### config.mk
export PLATFORM = sky130hd
export DESIGN_NAME = eth_rx_framer
export DESIGN_NICKNAME = d
export VERILOG_FILES = /design/src/rtl/eth_rx_framer_pkg.sv /design/src/rtl/eth_crc32_d8.sv /design/src/rtl/eth_rx_framer.sv
export SDC_FILE = /design/constraint.sdc
export NUM_CORES = 1
export LEC_CHECK = 0
export ABC_AREA = 1
export CELL_PAD_IN_SITES_DETAIL_PLACEMENT = 1
export CELL_PAD_IN_SITES_GLOBAL_PLACEMENT = 2
export CORE_MARGIN = 4
export CORE_UTILIZATION = 34
export DETAILED_ROUTE_END_ITERATION = 12
export GPL_ROUTABILITY_DRIVEN = 0
export HOLD_SLACK_MARGIN = 0.12
export PLACE_DENSITY_LB_ADDON = 0.1
export SKIP_LAST_GASP = 1
export SYNTH_ARGS = -nofsm -noshare
export SYNTH_HDL_FRONTEND = slang
export SYNTH_SLANG_ARGS = --single-unit
### constraint.sdc
create_clock -name clkIn -period 2.5 [get_ports clkIn]
set_input_delay 0.625 -clock clkIn [delete_from_list [all_inputs] [get_ports clkIn]]
set_output_delay 0.625 -clock clkIn [all_outputs]
set_load 0.02 [all_outputs]
### src/rtl/eth_rx_framer_pkg.sv
// Shared constants, state type and CRC-32 byte step for the GMII receive framer.
// The CRC items are consumed only when FCS_CHECK_EN is defined.
package eth_rx_framer_pkg;

   localparam logic [7:0]  ETH_PREAMBLE_BYTE = 8'h55;
   localparam logic [7:0]  ETH_SFD_BYTE      = 8'hD5;

   localparam logic [31:0] CRC32_POLY_REFL = 32'hEDB88320;
   localparam logic [31:0] CRC32_INIT      = 32'hFFFFFFFF;
   localparam logic [31:0] CRC32_RESIDUE   = 32'hDEBB20E3;

   typedef enum logic [1:0] {IDLE, PREAMBLE, PAYLOAD, DROP} rx_framer_state_t;

   // One byte of the reflected CRC-32, LSB of the byte first.
   function automatic logic [31:0] crc32Byte(input logic [31:0] crc, input logic [7:0] data);
      logic [31:0] c;
      c = crc ^ {24'h0, data};
      for (int i = 0; i < 8; i++) begin
         c = c[0] ? ((c >> 1) ^ CRC32_POLY_REFL) : (c >> 1);
      end
      return c;
   endfunction

endpackage

### src/rtl/eth_crc32_d8.sv
// Registered CRC-32, one byte per cycle; initIn has priority over enIn.
// Built only when FCS_CHECK_EN is defined.
`ifdef FCS_CHECK_EN
module eth_crc32_d8
   import eth_rx_framer_pkg::*;
(
   input  logic        clkIn,
   input  logic        rstIn,
   input  logic        initIn,
   input  logic        enIn,
   input  logic [7:0]  dataIn,
   output logic [31:0] crcOut
);

   always_ff @(posedge clkIn or posedge rstIn) begin
      if (rstIn) begin
         crcOut <= CRC32_INIT;
      end else if (initIn) begin
         crcOut <= CRC32_INIT;
      end else if (enIn) begin
         crcOut <= crc32Byte(crcOut, dataIn);
      end
   end

endmodule
`endif

### src/rtl/eth_rx_framer.sv
// GMII rx framer: strips preamble/SFD/FCS, flags sof/eof/error per frame.
// Define FCS_CHECK_EN to add CRC-32 checking of the FCS into frameErrOut.
module eth_rx_framer
   import eth_rx_framer_pkg::*;
#(
   parameter int MIN_PREAMBLE    = 1,
   parameter int MIN_FRAME_BYTES = 64,
   parameter int MAX_FRAME_BYTES = 1522
) (
   input  logic       clkIn,
   input  logic       rstIn,
   input  logic       rxDvIn,
   input  logic       rxErIn,
   input  logic [7:0] rxDataIn,
   output logic [7:0] dataOut,
   output logic       dataValidOut,
   output logic       sofOut,
   output logic       eofOut,
   output logic       frameErrOut
);

   localparam logic [2:0]  MIN_PRE_CNT = 3'(MIN_PREAMBLE);
   localparam logic [10:0] MIN_BYTES   = 11'(MIN_FRAME_BYTES);
   localparam logic [10:0] TRUNC_CNT   = 11'(MAX_FRAME_BYTES + 1);

   rx_framer_state_t  state;
   logic [2:0]        preCnt;
   logic [10:0]       byteCnt;
   logic [10:0]       nextCnt;
   logic [3:0][7:0]   dlyLine;
   logic [2:0]        fillCnt;
   logic              sofPending;
   logic              errLatch;
   logic              crcBad;

   assign nextCnt = (byteCnt == 11'h7FF) ? byteCnt : byteCnt + 11'd1;

`ifdef FCS_CHECK_EN
   logic [31:0] crcValue;
   logic        crcInit;
   logic        crcEn;

   assign crcInit = (state == PREAMBLE) && rxDvIn && !rxErIn &&
                    (rxDataIn == ETH_SFD_BYTE) && (preCnt >= MIN_PRE_CNT);
   assign crcEn   = (state == PAYLOAD) && rxDvIn;

   eth_crc32_d8 crcInst (
      .clkIn  (clkIn),
      .rstIn  (rstIn),
      .initIn (crcInit),
      .enIn   (crcEn),
      .dataIn (rxDataIn),
      .crcOut (crcValue)
   );

   assign crcBad = (crcValue != CRC32_RESIDUE);
`else
   assign crcBad = 1'b0;
`endif

   // NOTE: all state and outputs use non-blocking assignments so every branch sees pre-edge values.
   always_ff @(posedge clkIn or posedge rstIn) begin
      if (rstIn) begin
         state        <= IDLE;
         preCnt       <= '0;
         byteCnt      <= '0;
         // NOTE: the delay line is a packed vector, so it clears in one assignment like any register.
         dlyLine      <= '0;
         fillCnt      <= '0;
         sofPending   <= 1'b0;
         errLatch     <= 1'b0;
         dataOut      <= '0;
         dataValidOut <= 1'b0;
         sofOut       <= 1'b0;
         eofOut       <= 1'b0;
         frameErrOut  <= 1'b0;
      end else begin
         dataValidOut <= 1'b0;
         sofOut       <= 1'b0;
         eofOut       <= 1'b0;
         frameErrOut  <= 1'b0;

         case (state)
            IDLE: begin
               if (rxDvIn) begin
                  if (rxDataIn == ETH_PREAMBLE_BYTE) begin
                     state  <= PREAMBLE;
                     preCnt <= 3'd1;
                  end else begin
                     state <= DROP;
                  end
               end
            end

            PREAMBLE: begin
               if (!rxDvIn) begin
                  state <= IDLE;
               end else if (rxErIn) begin
                  state <= DROP;
               end else if (rxDataIn == ETH_PREAMBLE_BYTE) begin
                  if (preCnt != 3'd7) preCnt <= preCnt + 3'd1;
               end else if ((rxDataIn == ETH_SFD_BYTE) && (preCnt >= MIN_PRE_CNT)) begin
                  state      <= PAYLOAD;
                  byteCnt    <= '0;
                  fillCnt    <= '0;
                  sofPending <= 1'b1;
                  errLatch   <= 1'b0;
               end else begin
                  state <= DROP;
               end
            end

            PAYLOAD: begin
               if (!rxDvIn) begin
                  // Whatever is left in the delay line is the FCS and is discarded.
                  eofOut      <= 1'b1;
                  frameErrOut <= errLatch || (byteCnt < MIN_BYTES) || crcBad;
                  state       <= IDLE;
               end else begin
                  byteCnt  <= nextCnt;
                  errLatch <= errLatch || rxErIn;
                  dlyLine  <= {dlyLine[2:0], rxDataIn};
                  if (nextCnt == TRUNC_CNT) begin
                     eofOut      <= 1'b1;
                     frameErrOut <= 1'b1;
                     state       <= DROP;
                  end else if (fillCnt == 3'd4) begin
                     dataOut      <= dlyLine[3];
                     dataValidOut <= 1'b1;
                     sofOut       <= sofPending;
                     sofPending   <= 1'b0;
                  end else begin
                     fillCnt <= fillCnt + 3'd1;
                  end
               end
            end

            DROP: begin
               if (!rxDvIn) state <= IDLE;
            end

            default: state <= IDLE;
         endcase
      end
   end

endmodule

# Word level (Yosys, flattened, before mapping)
# Cells that the tools add are included.
[classes] addsub=3 magnitude_cmp=2 eq_ne=24 mux=59 n_bitwise=1 reduce_logical=13
[ops] operator="$mux W11" count=6
[ops] operator="$mux W3" count=13
[ops] operator="$mux W1" count=26
[ops] operator="$ne A2 B2 Y1 const B" count=13
[ops] operator="$eq A11 B11 Y1 const B" count=2
[ops] operator="$pmux W11 S2" count=1
[ops] operator="$mux W2" count=8
[ops] operator="$reduce_and A8 Y1" count=2
[ops] operator="$pmux W3 S2" count=2
[ops] operator="$add A11 B1 Y11 const B" count=1
[ops] operator="$lt A11 B7 Y1 const B" count=1
[ops] operator="$eq A8 B7 Y1 const B" count=1
[ops] operator="$eq A8 B8 Y1 const B" count=1
[ops] operator="$pmux W2 S4" count=1
[ops] operator="$reduce_and A4 Y1" count=2
[ops] operator="$reduce_and A7 Y1" count=1
[ops] operator="$add A3 B1 Y3 const B" count=2
[ops] operator="$ne A3 B3 Y1 const B" count=2
[ops] operator="$reduce_and A6 Y1" count=1
[ops] operator="$eq A2 B2 Y1 const B" count=2
[ops] operator="$ne A4 B4 Y1 const B" count=1
[ops] operator="$pmux W1 S2" count=2
[ops] operator="$reduce_bool A2 Y1" count=2
[ops] operator="$eq A3 B3 Y1 const B" count=1
[ops] operator="7 further kinds" count=8
[word_totals] register_bits=65 input_bits=12 output_inout_bits=12 elab_cells=117

# Depth between registers and ports, before layout
# Gate-level depths: netlist of run 1.
[depth] depth_word=7 depth_mapped=14 ltp_nobuf=14

# Worst setup path before layout of run 1
# Ideal clock, no wire load.
[synth_timing] path_kind="register -> register" from="register byteCnt[0]" to="register fillCnt[2]" setup_time_ns=0.117 t_arrival_ns=1.744 t_required_ns=2.383 slack_ns=0.639 stages_incl_launch_ff=15 path_buffers=1 period_less_slack_ns=1.861 path_cell_list="dfrtp_1 -> ha_1 -> nand2_2 -> nor2_4 -> nand3_2 -> buf_6 -> nand2_1 -> o21ai_1 -> nand2_1 -> nor3_2 -> nand2_2 -> nand2_2 -> nand2_1 -> nand2_1 -> nand2_1"
[synth_between] elab_chain_len=5 word_cells_on_any_way=6 cone_classes="1 x add/sub; 3 x eq/ne; 1 x mux; 1 x reduce/logical"
[synth_lines] item="start: declaration" line="eth_rx_framer.sv:28" rtl="logic [10:0] byteCnt;"
[synth_lines] item="start signal: assignment" line="eth_rx_framer.sv:120" rtl="byteCnt <= nextCnt;"
[synth_lines] item="$add A11 B1 Y11 / $eq A11 B11 Y1 (equally long branches)" line="eth_rx_framer.sv:36" rtl="assign nextCnt = (byteCnt == 11'h7FF) ? byteCnt : byteCnt + 11'd1;"
[synth_lines] item="$mux W11 *" line="eth_rx_framer.sv:36"
[synth_lines] item="$eq A11 B11 Y1 *" line="eth_rx_framer.sv:123" rtl="if (nextCnt == TRUNC_CNT) begin"
[synth_lines] item="$ne A2 B2 Y1 (no source line) *"
[synth_lines] item="$reduce_and A8 Y1 (no source line) *"
[synth_lines] item="end signal: assignment" line="eth_rx_framer.sv:133" rtl="fillCnt <= fillCnt + 3'd1;"
[synth_lines] item="end: declaration" line="eth_rx_framer.sv:31" rtl="logic [2:0] fillCnt;"
# Mark *: on every way between the ends. The rest lies on a longest branch, timed or not.
# A chain may end at the register's enable or synchronous reset.

# Worst setup path in the final report of run 1
# Ends and elaborated chain as after synthesis.

==> results of run 1 <==
[through the flow]
step	setup slack (ns)	utilization (%)	cells	hold WS, ns
3_3_place_gp	0.1730	40.11	548	0.4530
4_1_cts	0.2021	42.60	564	0.4798
2_1_floorplan	0.2485	-	404	0.4410
3_5_place_dp	0.1022	40.11	548	0.4612
5_1_grt	0.05299	42.60	564	0.4958
6_report	0.2622	42.60	564	0.4692
[state kept, by name, summed over array words and instances (netlist names)]
name / flops
frameErrOut: 1
fillCnt: 3
sofOut: 1
preCnt: 3
eofOut: 1
byteCnt: 11
dataValidOut: 1
dlyLine: 32
sofPending: 1
errLatch: 1
dataOut: 8
state: 2
[power groups by stage]
stage / clock [mW] / sequential [mW] / combinational [mW]
after detailed placement: 0 / 1.67 / 1.32
after CTS: 1.07 / 1.65 / 1.33
after global placement: 0 / 1.66 / 1.29
after global routing: 1.12 / 1.70 / 1.52
final: 1.04 / 1.64 / 1.30
after floorplan: 0 / 1.62 / 0.834
[critical path, stage by stage (launching register included)]
cell and delay [ns]:
dfrtp_1 0.37, ha_1 0.25, nand2_2 0.11, nor2_4 0.14, nand3_2 0.13, buf_4 0.18
nand2_1 0.09, inv_1 0.07, nor3_2 0.27, nand2_2 0.18, nand2_2 0.11, nand2_1 0.09
nand2_1 0.09, nand2_1 0.05
[area by class of cell]
cell class / instances / area [um^2] / share of cell area, %
Clock buffer: 10 / 137.6 / 3.530
Inverter: 46 / 172.7 / 4.429
Sequential cell: 65 / 1627 / 41.72
Tap cell: 111 / 138.9 / 3.562
Timing Repair Buffer: 45 / 407.9 / 10.46
Clock inverter: 6 / 90.09 / 2.311
Multi-Input combinational cell: 281 / 1325 / 33.99
[worst paths after layout]
path	slack, ns	startpoint	endpoint	depth (start not counted)
worst max-delay path	0.26	byteCnt[0]	fillCnt[2]	13
worst min-delay path	0.47	dlyLine[9]	dlyLine[17]	2
worst max register to register	0.26	byteCnt[0]	fillCnt[2]	13
worst min register to register	0.47	dlyLine[9]	dlyLine[17]	2
max in group asynchronous	1.54	rstIn	dlyLine[0]	3
min in group asynchronous	0.68	rstIn	byteCnt[6]	3
[layer usage]
metal	vias up	wire length, um
li1	1367	-
met1	1278	3893
met2	33	3587
met3	8	203
met4	0	123
met5	-	0
[cells by family (layout without fill, tap and decap cells)]
family,Yosys count,in the layout,synth area share (%)
adder cells (fa/ha/maj),6,6,2.359
AND/OR/NAND/NOR,235,235,31.38
flip-flops,65,65,51.12
buffers and inverters,58,107,7.314
AO/OA/AOI/OAI,36,36,6.724
XOR/XNOR,4,4,1.101
[cells in the final DEF (no fill, tap or decap), types with 3 or more instances in the layout]
cell / Yosys / routed
nand4_1: 13 / 13
clkdlybuf4s50_1: 0 / 23
nand2_1: 163 / 163
nand2_2: 3 / 3
nor2_1: 25 / 24
inv_1: 45 / 44
o21ai_0: 20 / 20
nand3_2: 4 / 4
nand3_1: 17 / 17
o22ai_1: 4 / 4
buf_4: 0 / 21
nor3_1: 4 / 4
dfrtp_1: 65 / 65
ha_1: 6 / 6
nor2_2: 2 / 3
clkbuf_8: 0 / 10
==> impl_metrics.toml, run 1 <==
[clocking]
cts_tree = "built"
cts_hold_buf = 0
clock_insertion_delay_worst_skew_ns = 0.34
cts_setup_buffers = 0
cts.clk_slew.worst_paths_ns = 0.09
h-tree-depth = 3
cts-resized-gates = 0
clock_path_buffers = 2
root_buffer = "clkbuf_8"
clock-sinks = 65
cts_buffers = 9

[power_and_ir_drop]
p_sw_mw = 1.490
p_leak_nw = 1.968
cellPowerDensity_mw_per_mm2 = 1022
p_seq_share_pct = 41.3
peakVddDrop_mv = 0.3345
power.total_mw = 3.983
swShare_pct = 37.41
p_clk_share_pct = 26.0
internal-power_mw = 2.493
combPwrFrac_pct = 32.7

[global_route]
grt_usage_pct = 15.48
grt_pass1_wl_um = 13690
use_met3_pct = 3.212
grt_busiest_layer = "met2"
grt_max_degree = 66
grtUsageMet2_pct = 24.79
grt_pass1_vias = 2763
grt_overflow = 0
antenna_found_initial = 0
gr-usage-met1_pct = 20.94

[critical_path]
start_kind = "register"
cp_max_fo = 6
cp-end-kind = "register"
worst-setup-path-type = "register to register"
cp_data_required_time_ns = 2.73
cp.arrival_ns = 2.47

[timing]
worst_slew_pin_slew_ns = 0.4147
setup_violations = 0
report.final.slew_viol_count = 0
min_period_ns = 2.238
skew_ns = 0.01250
tns_ns = 0
grt_setup_unrepaired = "no"
clock.fmax_mhz = 446.9
hold_viol_final = 0
post-route-period-util_pct = 89.51
slew_headroom_pct = 72.32

[run]
cap_violations = 0

[detailed_routing]
initialDrtViolationCount = 56
vias = 2686
routed_via_density = 4.762
ant_nets = 0
drcViolationCount = 0
wl_per_cell_um = 13.84
wl_um = 7807
drtPass1Iterations = 4

[place]
port_buffers = 23
dpl.hpwl_um = 5765
postPlaceCellArea_mm2 = 0.003671

[floorplanning]
die-width_um = 104.7
core_mm2 = 0.009153
ios = 24
die_y_um = 104.7
dieArea_mm2 = 0.01097
start_util_pct = 34.76
num_rows = 35

[finish]
fillers = 1122
synthToLayoutAreaGrowth_pct = 22.53
fin_nets = 466
drive_above_1_share_pct = 11.70
antenna_cells = 0
stdcell_area_mm2 = 0.003899

[synth]
synth_edf_count = 0
netlist_area_mm2 = 0.003182
yosysTopAreaCell = "dfrtp_1"
synth.most_common_cell = "nand2_1"
synth.ff_latch_count = 65
avgSynthCellArea_um2 = 7.876
yosysUniqueCellTypes = 33
synth.area.top_cells = "dfrtp_1 51%, nand2_1 19%, inv_1 5.3%"
yosys_warnings = 0
seq_area_frac_synth_pct = 51.12
async_flop_share_pct = 100.0
synthCells = 404
synth_nets = 422
synth_common_cells = "163 x nand2_1, 65 x dfrtp_1, 45 x inv_1"
synth_top_area_share_pct = 51.12
synth_top_flop_cell = "dfrtp_1"

[run_status]
status = "finished clean"

[hold_path]
hold_class = "register to register"
(Power assumes the default switching activity.)
==> run 2, diff against run 1 <==
TNS_END_PERCENT = 1   (was not set)
==> results of run 2 <==
The final DEF is identical to that of run 1; final timing and power are the same.
==> run 3, diff against run 2 <==
ABC_AREA = not set   (was 1)
CORE_UTILIZATION = 36   (was 34)
GPL_ROUTABILITY_DRIVEN = not set   (was 0)
clock period = 2.3 ns   (was 2.5 ns; I/O delays follow)
==> run 3 against run 2 <==
Compared with the run above:
- the flow now finishes with violations (negative setup slack)
- core utilization up 5.9 points
- wire length down 9.8%
- design area up 2.8%
- critical endpoint is now dataOut[5]
- non-clock buffer count up 24
- setup slack worse by 0.36 ns
- critical path depth down 4
- area after synthesis down 3.8%
- clock-buffer cell count down 1
- cell count down 11%
- maximum frequency down 6.5%
==> impl_metrics.toml, run 3 <==
[run_status]
status = "complete, but fails checks"
violations = "negative setup slack"

[power_and_ir_drop]
power.total_mw = 3.306
swShare_pct = 30.72
p_clk_share_pct = 29.6
p_sw_mw = 1.016
p_seq_share_pct = 45.9
cellPowerDensity_mw_per_mm2 = 824.7
combPwrFrac_pct = 24.5
p_leak_nw = 1.934
peakVddDrop_mv = 0.3349
internal-power_mw = 2.290

[finish]
synthToLayoutAreaGrowth_pct = 30.99
fin_nets = 410
final_common_cell = "nand2_1"
multi_input_area_mm2 = 0.001416
ff_latch_area_mm2 = 0.001628
drive_above_1_share_pct = 23.43
fillers = 980
layout_common_cells = "113 x nand2_1, 64 x dfrtp_1, 43 x buf_4"
largest_register_ffs = 32
top_register = "dlyLine"
instances_no_fill = 502
final_util_pct = 48.55
antenna_cells = 0
stdcell_area_mm2 = 0.004009
largestRegisters = "dlyLine x32, byteCnt x11, dataOut x8"

[detailed_routing]
routed_via_density = 4.904
highest_layer = "met4"
drcViolationCount = 0
wl_met3_um = 179
ant_nets = 0
drtPass1Iterations = 4
wl_per_cell_um = 14.03
vias = 2462
drt-met1-wl_um = 3666
initialDrtViolationCount = 82
wl_met2_um = 3140
wl_um = 7045

[place]
postPlaceCellArea_mm2 = 0.003747
dp_slack_ns = -0.4930
dpl.hpwl_um = 5119
globalplace.congestion = 0.8662
dp.cells = 484
port_buffers = 23

[synth]
synth_top_area_share_pct = 53.15
synthAdderAreaFrac_pct = 2.453
yosys.area_share.simple_pct = 27.92
synth.area.top_cells = "dfrtp_1 53%, nand2_1 14%, ha_1 2.5%"
avgSynthCellArea_um2 = 9.359
seq_area_frac_synth_pct = 53.15
yosys_warnings = 0
synth.ff_latch_count = 65
synth_mux_area_share_pct = 3.966
synth_xor_xnor_area_share_pct = 0.5724
synth.most_common_cell = "nand2_1"
synth-compound-area-share_pct = 9.158
async_flop_share_pct = 100.0
yosysUniqueCellTypes = 53
synth_edf_count = 0
yosysTopAreaCell = "dfrtp_1"
synth_common_cells = "114 x nand2_1, 65 x dfrtp_1, 15 x nor2_1"
synth_top_flop_cell = "dfrtp_1"
netlist_area_mm2 = 0.003060
synth_top_family_by_area = "simple AND/OR/NAND/NOR gates"
synth_nets = 345
synthCells = 327

[floorplanning]
die_y_um = 100.2
dieArea_mm2 = 0.01004
start_util_pct = 37.06
num_rows = 33
die-width_um = 100.2
core_mm2 = 0.008258
ios = 24

[global_route]
grt_pass1_wl_um = 12170
grt_usage_pct = 15.20
grt_max_degree = 66
grt_pass1_vias = 2531
grt_overflow = 0
antenna_found_initial = 0

[critical_path]
cp-end-kind = "register"
cp_cell_sequence = "buf_6 > nand4_1 > or4_4 > nand3_2 > o211ai_1 > nor4_4 > nor3_4 > buf_12 > mux2_4"
critical_path.max_stage_delay_ns = 0.50
cp_max_fo = 10
start_kind = "register"
worst-setup-path-type = "register to register"
cp.arrival_ns = 2.62
crit_path_top_delay_cell = "or4_4"
cp_data_required_time_ns = 2.53

[timing]
report.final.slew_viol_count = 0
grt_setup_unrepaired = "yes"
skew_ns = 0.008131
setup_ws_ns = -0.09403
post-route-period-util_pct = 104.1
slew_headroom_pct = 75.97
min_period_ns = 2.394
tns_ns = -0.7611
clock.fmax_mhz = 417.7
setup_violations = 12
worst_slew_pin_slew_ns = 0.3597
fin_hold_ws_ns = 0.4655
hold_viol_final = 0

[clocking]
clock_insertion_delay_worst_skew_ns = 0.34
cts_buffers = 9
h-tree-depth = 3
root_buffer = "clkbuf_8"
clock_path_buffers = 2
cts_tree = "built"
clock-sinks = 65
cts.clk_slew.worst_paths_ns = 0.08

[hold_path]
hold_class = "register to register"

[run]
cap_violations = 0
==> run 3: timing repair <==
action	4_1_cts	5_1_grt
hold buffers	0	0
gates resized for setup	2	8
setup endpoints to repair	15	19
endpoints found under the hold margin	0	0
pin swaps	1	5
buffers inserted	0	3
==> run 3: critical path, delay by kind of cell (launching register included) <==
| family | cells | cell delay (ns) |
|---|---|---|
| buffers and inverters | 2 | 0.27 |
| muxes | 1 | 0.29 |
| AOI/OAI and AO/OA | 1 | 0.15 |
| and+or+nand+nor | 5 | 1.16 |
| DFF | 1 | 0.41 |
==> run 3: power by group through the flow <==
stage / clock network (mW) / logic (mW) / registers [mW]
2_1_floorplan: 0 / 0.395 / 1.59
3_3_place_gp: 0 / 0.792 / 1.53
3_5_place_dp: 0 / 0.813 / 1.54
4_1_cts: 1.02 / 0.817 / 1.52
5_1_grt: 1.08 / 0.897 / 1.55
6_report: 0.977 / 0.811 / 1.52
==> run 3: final cells by class <==
| cell class | instances | area share [%] |
|---|---|---|
| clock inverters | 7 | 1.966 |
| multi-input cells | 240 | 35.33 |
| flip-flops and latches | 65 | 40.61 |
| clock buffers | 9 | 3.090 |
| inverters | 7 | 0.6554 |
| repair buffers | 69 | 15.07 |
| well taps | 105 | 3.277 |
==> run 3: path summary, 6_finish.rpt <==
| kind | depth (start not counted) | slack (ns) | end | startpoint |
|---|---|---|---|---|
| min in group asynchronous | 3 | 0.61 | dataOut[4] | rstIn |
| max reg2reg | 9 | -0.09 | dataOut[5] | byteCnt[7] |
| min | 2 | 0.47 | dlyLine[29] | dlyLine[21] |
| min reg2reg | 2 | 0.47 | dlyLine[29] | dlyLine[21] |
| max in group asynchronous | 3 | 1.38 | byteCnt[0] | rstIn |
| max | 9 | -0.09 | dataOut[5] | byteCnt[7] |
==> run 3: routing by layer <==
layer	vias to the layer above	track usage [%]
met5	-	0
met4	0	4.041
met3	6	3.127
met2	27	23.14
met1	1197	22.08
li1	1232	-
==> run 3: kinds of logic (layout without fill, tap and decap cells) <==
| family | Yosys count | after routing |
|---|---|---|
| simple gates | 180 | 180 |
| buf+inv | 22 | 92 |
| mux | 10 | 10 |
| fa+ha+maj | 6 | 6 |
| flops | 65 | 65 |
| xor+xnor | 2 | 2 |
| compound gates | 42 | 42 |
